$ cat src/rtl/anti_theft_fsm.sv
// Vehicle alarm controller: arms/disarms on ignition and door sensors, drives siren, LED and timer start.
// Latency: every output is registered; a decision on inputs at edge N is visible from cycle N+1.
// No backpressure: reacts to every input every cycle; the timer is loaded with a one-cycle start pulse.
module anti_theft_fsm #(
  parameter logic [3:0] DEF_ARM_DELAY       = 4'd6,
  parameter logic [3:0] DEF_DRIVER_DELAY    = 4'd8,
  parameter logic [3:0] DEF_PASSENGER_DELAY = 4'd15,
  parameter logic [3:0] DEF_ALARM_ON        = 4'd10
) (
  input  logic       clock,
  input  logic       reset,
  input  logic       ignition,
  input  logic       door_driver,
  input  logic       door_pass,
  input  logic       reprogram,
  input  logic [1:0] time_param_sel,
  input  logic [3:0] time_value,
  input  logic       expired,
  input  logic       one_hz_enable,
  output logic [3:0] value,
  output logic       start_timer,
  output logic       siren_enable,
  output logic       status_led,
  output logic [2:0] state_dbg
);

  typedef enum logic [2:0] {
    ST_ARMED       = 3'd0,
    ST_TRIGGERED   = 3'd1,
    ST_SOUND_ALARM = 3'd2,
    ST_ALARM_HOLD  = 3'd3,
    ST_DISARMED    = 3'd4,
    ST_WAIT_OPEN   = 3'd5,
    ST_WAIT_CLOSE  = 3'd6,
    ST_ARM_DELAY   = 3'd7
  } state_e;

  // Parameter slots: 0 arm delay, 1 driver delay, 2 passenger delay, 3 alarm hold.
  localparam int P_ARM = 0;
  localparam int P_DRV = 1;
  localparam int P_PAS = 2;
  localparam int P_ALM = 3;

  state_e     state_q, state_d;
  logic [3:0] value_q, value_d;
  logic       start_q, start_d;
  logic       siren_q, siren_d;
  logic       led_q,   led_d;
  logic [3:0] param_q [4];
  logic [3:0] param_d [4];

  logic door_open;
  logic expired_ok;

  function automatic logic [3:0] def_value(input logic [1:0] sel);
    case (sel)
      2'd0:    def_value = DEF_ARM_DELAY;
      2'd1:    def_value = DEF_DRIVER_DELAY;
      2'd2:    def_value = DEF_PASSENGER_DELAY;
      default: def_value = DEF_ALARM_ON;
    endcase
  endfunction

  assign door_open  = door_driver | door_pass;
  // An expiry seen while our own start pulse is out belongs to the previous interval.
  assign expired_ok = expired & ~start_q;

  // State, parameter and output registers.
  always_ff @(posedge clock or negedge reset) begin
    if (!reset) begin
      state_q    <= ST_ARMED;
      value_q    <= 4'd0;
      start_q    <= 1'b0;
      siren_q    <= 1'b0;
      led_q      <= 1'b0;
      param_q[0] <= DEF_ARM_DELAY;
      param_q[1] <= DEF_DRIVER_DELAY;
      param_q[2] <= DEF_PASSENGER_DELAY;
      param_q[3] <= DEF_ALARM_ON;
    end else begin
      state_q <= state_d;
      value_q <= value_d;
      start_q <= start_d;
      siren_q <= siren_d;
      led_q   <= led_d;
      param_q <= param_d;
    end
  end

  // Next state, timer interval and parameter writes, in transition priority order.
  always_comb begin
    state_d = state_q;
    value_d = value_q;
    start_d = 1'b0;
    param_d = param_q;
    if (reprogram) begin
      param_d[time_param_sel] = (time_value == 4'd0) ? def_value(time_param_sel) : time_value;
      state_d = ST_ARMED;
    end else if (ignition && (state_q != ST_DISARMED)) begin
      state_d = ST_DISARMED;
    end else begin
      case (state_q)
        ST_ARMED: if (door_open) begin
          state_d = ST_TRIGGERED;
          start_d = 1'b1;
          value_d = door_driver ? param_q[P_DRV] : param_q[P_PAS];
        end
        ST_TRIGGERED: if (expired_ok) state_d = ST_SOUND_ALARM;
        ST_SOUND_ALARM: if (!door_open) begin
          state_d = ST_ALARM_HOLD;
          start_d = 1'b1;
          value_d = param_q[P_ALM];
        end
        ST_ALARM_HOLD: begin
          if (door_open)       state_d = ST_SOUND_ALARM;
          else if (expired_ok) state_d = ST_ARMED;
        end
        ST_DISARMED:  if (!ignition)  state_d = ST_WAIT_OPEN;
        ST_WAIT_OPEN: if (door_driver) state_d = ST_WAIT_CLOSE;
        ST_WAIT_CLOSE: if (!door_driver) begin
          state_d = ST_ARM_DELAY;
          start_d = 1'b1;
          value_d = param_q[P_ARM];
        end
        ST_ARM_DELAY: begin
          if (door_driver)     state_d = ST_WAIT_CLOSE;
          else if (expired_ok) state_d = ST_ARMED;
        end
        default: state_d = ST_ARMED;
      endcase
    end
  end

  // Siren and LED follow the state being entered; LED blinks only while staying armed.
  always_comb begin
    siren_d = (state_d == ST_SOUND_ALARM) || (state_d == ST_ALARM_HOLD);
    led_d   = 1'b0;
    case (state_d)
      ST_ARMED:       led_d = (state_q == ST_ARMED) ? (led_q ^ one_hz_enable) : 1'b0;
      ST_TRIGGERED,
      ST_SOUND_ALARM,
      ST_ALARM_HOLD:  led_d = 1'b1;
      default:        led_d = 1'b0;
    endcase
  end

  assign value        = value_q;
  assign start_timer  = start_q;
  assign siren_enable = siren_q;
  assign status_led   = led_q;
  assign state_dbg    = state_q;

endmodule

$ cat config.mk
export PLATFORM = sky130hd
export DESIGN_NAME = anti_theft_fsm
export DESIGN_NICKNAME = d
export VERILOG_FILES = /design/src/rtl/anti_theft_fsm.sv
export SDC_FILE = /design/constraint.sdc
export NUM_CORES = 1
export LEC_CHECK = 0
export ABC_AREA = 1
export BUFFER_PORTS_ARGS = -buffer_cell sky130_fd_sc_hd__buf_2
export CORE_MARGIN = 5
export CORE_UTILIZATION = 45
export DETAILED_ROUTE_END_ITERATION = 10
export PLACE_DENSITY = 0.68
export SYNTH_ARGS = -nofsm -noshare
export SYNTH_HDL_FRONTEND = slang
export SYNTH_SLANG_ARGS = --single-unit
export TNS_END_PERCENT = 30
$ cat constraint.sdc
create_clock -name clock -period 3.8 [get_ports clock]
set_input_delay 0.38 -clock clock [delete_from_list [all_inputs] [get_ports clock]]
set_output_delay 0.38 -clock clock [all_outputs]
set_load 0.02 [all_outputs]
Yosys cells after proc, flatten, opt, wreduce, memory -nomap -nowiden:

Cells that the tools add are included.

* bitwise gates (word level): 7
* reduce and logical (&&, ||, !) cells: 10
* eq/ne operators: 16
* magnitude comparators: 2
* muxes and demuxes: 31

Operators by type and width (count)
* 3-bit two-way mux: 11
* 4-bit two-way mux: 7
* 3-bit one-hot mux with 8 select lines: 1
* 4-bit one-hot mux with 3 select lines: 2
* 16-bit bitwise mux: 1
* 3-bit by 2-bit == test with 1-bit output (second input constant): 4
* 3-bit == test (second input constant): 4
* 4-bit demux with 2-bit select: 1
* 3-bit by 1-bit == test with 1-bit output (second input constant): 2
* 3-bit logical NOT: 2
* 1-bit two-way mux: 6
* 2-bit inequality test (second input constant): 3
* 6-bit AND reduction: 1
* 4-bit logical NOT: 1
* 3-bit greater-or-equal comparator (second input constant): 1
* 3-bit by 1-bit less-than comparator with 1-bit output (second input constant): 1
* 3-bit inequality test (second input constant): 1
* 1-bit NOT: 3
* 2-bit NOT with 3-bit output: 1
* 1-bit one-hot mux with 3 select lines: 1
* 3-bit nonzero test: 1
* 3-bit OR reduction: 1
* 2-bit by 1-bit == test with 1-bit output (second input constant): 1
* 2-bit == test (second input constant): 1
* 7 further kinds: 8

* logic and storage cells: 75
* flip-flop bits (word level): 26
* input bits: 14

Depth between registers and ports, before layout:

* depth in word-level cells: 10
* mapped depth: 11
* mapped depth without buffers: 10

Least setup slack after synthesis:

OpenSTA, ideal clock, no wires.

* kind: reg-to-reg
* from: register state_q[1], in the netlist state_dbg[1]
* to: register value_q[0], in the netlist value[0]
* library setup time: 77 ps
* arrival: 1290 ps
* setup slack: 2433 ps
* stages on the path, launching flop included: 9
* buffers on the path: 1
* cells stage by stage: dfrtp_1 > buf_6 > inv_4 > nand2_4 > o21ai_4 > nand2_4 > nor2_4 > nor2_1 > a21oi_1

* cells in the longest elaborated chain, start to end: 4

RTL lines
* start: declaration: line 44 `state_e state_q, state_d;`
* start signal: assignment: line 81 `state_q <= state_d;`
* branches (longest 4 deep; another with 6-bit AND reduction)
* end signal: assignment: line 82 `value_q <= value_d;`
* end: declaration: line 45 `logic [3:0] value_q, value_d;`

Parallel ways; which one is timed is not known.
A chain may end at the register's enable or synchronous reset.

Worst setup path in the final report:

* from: register state_q[2], in the netlist state_dbg[2]
* to: output port state_dbg[2]

RTL lines
* end: declaration: line 24 `output logic [2:0] state_dbg`

No word-level cell between the ends.

==> flow_metrics.py <==
metrics = {
    "clock_network": {
        "clock-sinks": 26,
        "clockBufferDepth": 2,
        "postCtsSetupBuffers": 0,
        "ctsHtreeMaxLevel": 1,
        "cts_buffers": 3,
        "hold_buffers": 0,
        "tritoncts": "built",
        "insertion_delay_ns": 0.32,
        "cts_resized": 0,
        "clk_pin_slew_ns": 0.14,
        "cts-root-buf": "clkbuf_4",
    },
    "floorplanning": {
        "die-width_um": 65.2,
        "coreArea_sq_mm": 0.00298,
        "ios": 24,
        "die_y_um": 65.2,
        "die-area_sq_mm": 0.00425,
        "start_util_pct": 46.1,
        "num_rows": 20,
    },
    "grt": {
        "track_usage_pct": 15.4,
        "grt_max_degree": 27,
        "grt_pass1_wl_um": 5150,
        "grt_overflow": 0,
        "grt_pass1_vias": 1158,
        "antenna_found_initial": 0,
    },
    "synth": {
        "yosys_warnings": 0,
        "netlist_area_sq_mm": 0.00137,
        "synthCells": 170,
        "synthesis.nets": 184,
        "seq_area_frac_synth_pct": 48.2,
        "yosysUniqueCellTypes": 23,
        "postSynthAreaPerCell_sq_um": 8.07,
        "ys_ff_latch": 26,
    },
    "final_layout": {
        "n_fill_cell": 318,
        "drive_gt1_share_pct": 25.8,
        "final_common_cell": "nand2_1",
        "antenna_cells": 0,
        "final-seq-area_sq_um": 662,
        "final_cell_mix": "nand2_1 (36), o21ai_0 (23), buf_2 (23), nor2_1 (20)",
        "multiInputGateArea_sq_um": 619,
        "final_nets": 209,
        "fin_area_sq_mm": 0.00156,
        "final_util_pct": 52.4,
        "area_growth_pct": 13.7,
    },
    "critical_path": {
        "arrival_ns": 1.19,
        "crit_path_start_kind": "flip-flop",
        "crit_fanout": 15,
        "path_cells": "buf_2",
        "critPathCaptureType": "output port",
        "cp_top_family": "flip-flops",
        "worstPathBufferInverterCount": 1,
        "required_ns": 3.42,
        "crit_type": "reg2out",
        "max_stage_delay_ns": 0.63,
        "critical_path.slowest_cell": "dfrtp_1",
    },
    "placed_design": {
        "gp_congestion": 0.812,
        "placedInstanceArea_sq_mm": 0.00151,
        "numPortBuffers": 23,
        "hpwl_um": 2370,
        "place_ws_ns": 2.26,
    },
    "pwr": {
        "ir_worst_vdd_mv": 0.273,
        "cellLeakagePower_uw": 0.000776,
        "p_per_area_mw_per_mm2": 464,
    },
    "routing": {
        "avgRoutedWirePerCell_um": 13.3,
        "dr.pass1.iters": 4,
        "drc_errors": 0,
        "vias": 1184,
        "ant_nets": 0,
        "finalWirelength_um": 3020,
        "viasPerCell": 5.22,
        "dr.first_iter.drc_count": 108,
    },
    "sta": {
        "hold_violations": 0,
        "setup_viol": 0,
        "period_needed_ns": 1.57,
        "finalClockSkew_ns": 0.00441,
        "final.setup.tns_ns": 0,
        "period_share_pct": 41.3,
        "hold_slack_ns": 0.0326,
        "layout_setup_ws_ns": 2.23,
        "fmax_ghz": 0.638,
        "worstMarginPinSlew_ns": 0.560,
        "drv_slew": 0,
        "maxSlewHeadroom_pct": 62.7,
        "rsz0062_at_grt": "no",
    },
    "run": {
        "maxCapViolations": 0,
    },
    "hold_path": {
        "holdCritPathClass": "in2async",
    },
    "run_status": {
        "outcome": "finished clean",
    },
}
final timing paths:
path	from	end	slack [ns]	depth (start not counted)
worst max-delay path	state_dbg[2]$_DFF_PN0_	state_dbg[2]	2.23	1
worst min-delay path	reset	param_q[9]$_DFFE_PN0P_	0.03	1
worst max register to register	state_dbg[2]$_DFF_PN0_	value[1]$_DFFE_PN0P_	2.24	6
worst min register to register	param_q[5]$_DFFE_PN1P_	param_q[5]$_DFFE_PN1P_	0.50	2
max in group asynchronous	reset	param_q[5]$_DFFE_PN1P_	3.40	1
min in group clock	reprogram	state_dbg[2]$_DFF_PN0_	0.33	2
worst register-to-register path, stage by stage, from the launching register on:
cell	delay, ns
dfrtp_1	0.63
inv_1	0.18
o21ai_4	0.23
nand2_4	0.09
nor2_4	0.20
nor2_1	0.06
a21oi_1	0.12
power by group:
| part | switching [uW] | total (uW) | internal [uW] |
|---|---|---|---|
| logic | 105 | 167 | 61.8 |
| clock network | 79.9 | 187 | 107 |
| registers | 34.7 | 371 | 336 |
| total | 220 | 724 | 504 |
area by class of cell:
type,count,share of cell area [%]
sequential,26,42.4
multi-input combinational,123,39.7
timing repair buffer,23,7.38
inverter,18,4.49
tap,33,2.65
clock inverter,1,1.92
clock buffer,3,1.44
cells by family (layout without fill, tap and decap cells):
logic type	Yosys count	count (layout)	synth area share, %
and+or+nand+nor	84	84	27.9
xor gates and xnor gates	1	1	0.638
AOI/OAI and AO/OA	38	38	16.6
buffers and inverters	21	45	6.65
DFF	26	26	48.2
layer usage:
metal,GRT usage [%],share of wire (%)
met5,0,0
met4,5.44,0.70
met3,2.91,4.0
met2,26.7,49
met1,18.9,46
per-stage QoR:
step                instances  total power [uW]
floorplan                 170               482
finish                    227               724
detailed placement        223               545
CTS                       227               731
global route              227               768
global placement          223               540
flip-flops by register name, indices dropped and copies added, names as in the netlist:
signal / cells
param_q: 16
value: 4
state_dbg: 3
siren_enable: 1
start_timer: 1
status_led: 1
Yosys cell counts (all sizes together):
library cell	instances	area (sq um)
nand3	17	85.1
o211a	4	40.0
inv	18	70.1
o31ai	1	7.51
dfrtp	17	425
nor2	25	116
buf	3	21.3
nand4	2	12.5
a21oi	9	48.8
dfstp	9	236
nand2	39	164
nor3	1	5.00
xor2	1	8.76
o21ai	24	131
Note: power is estimated with default switching activity, not from simulation.
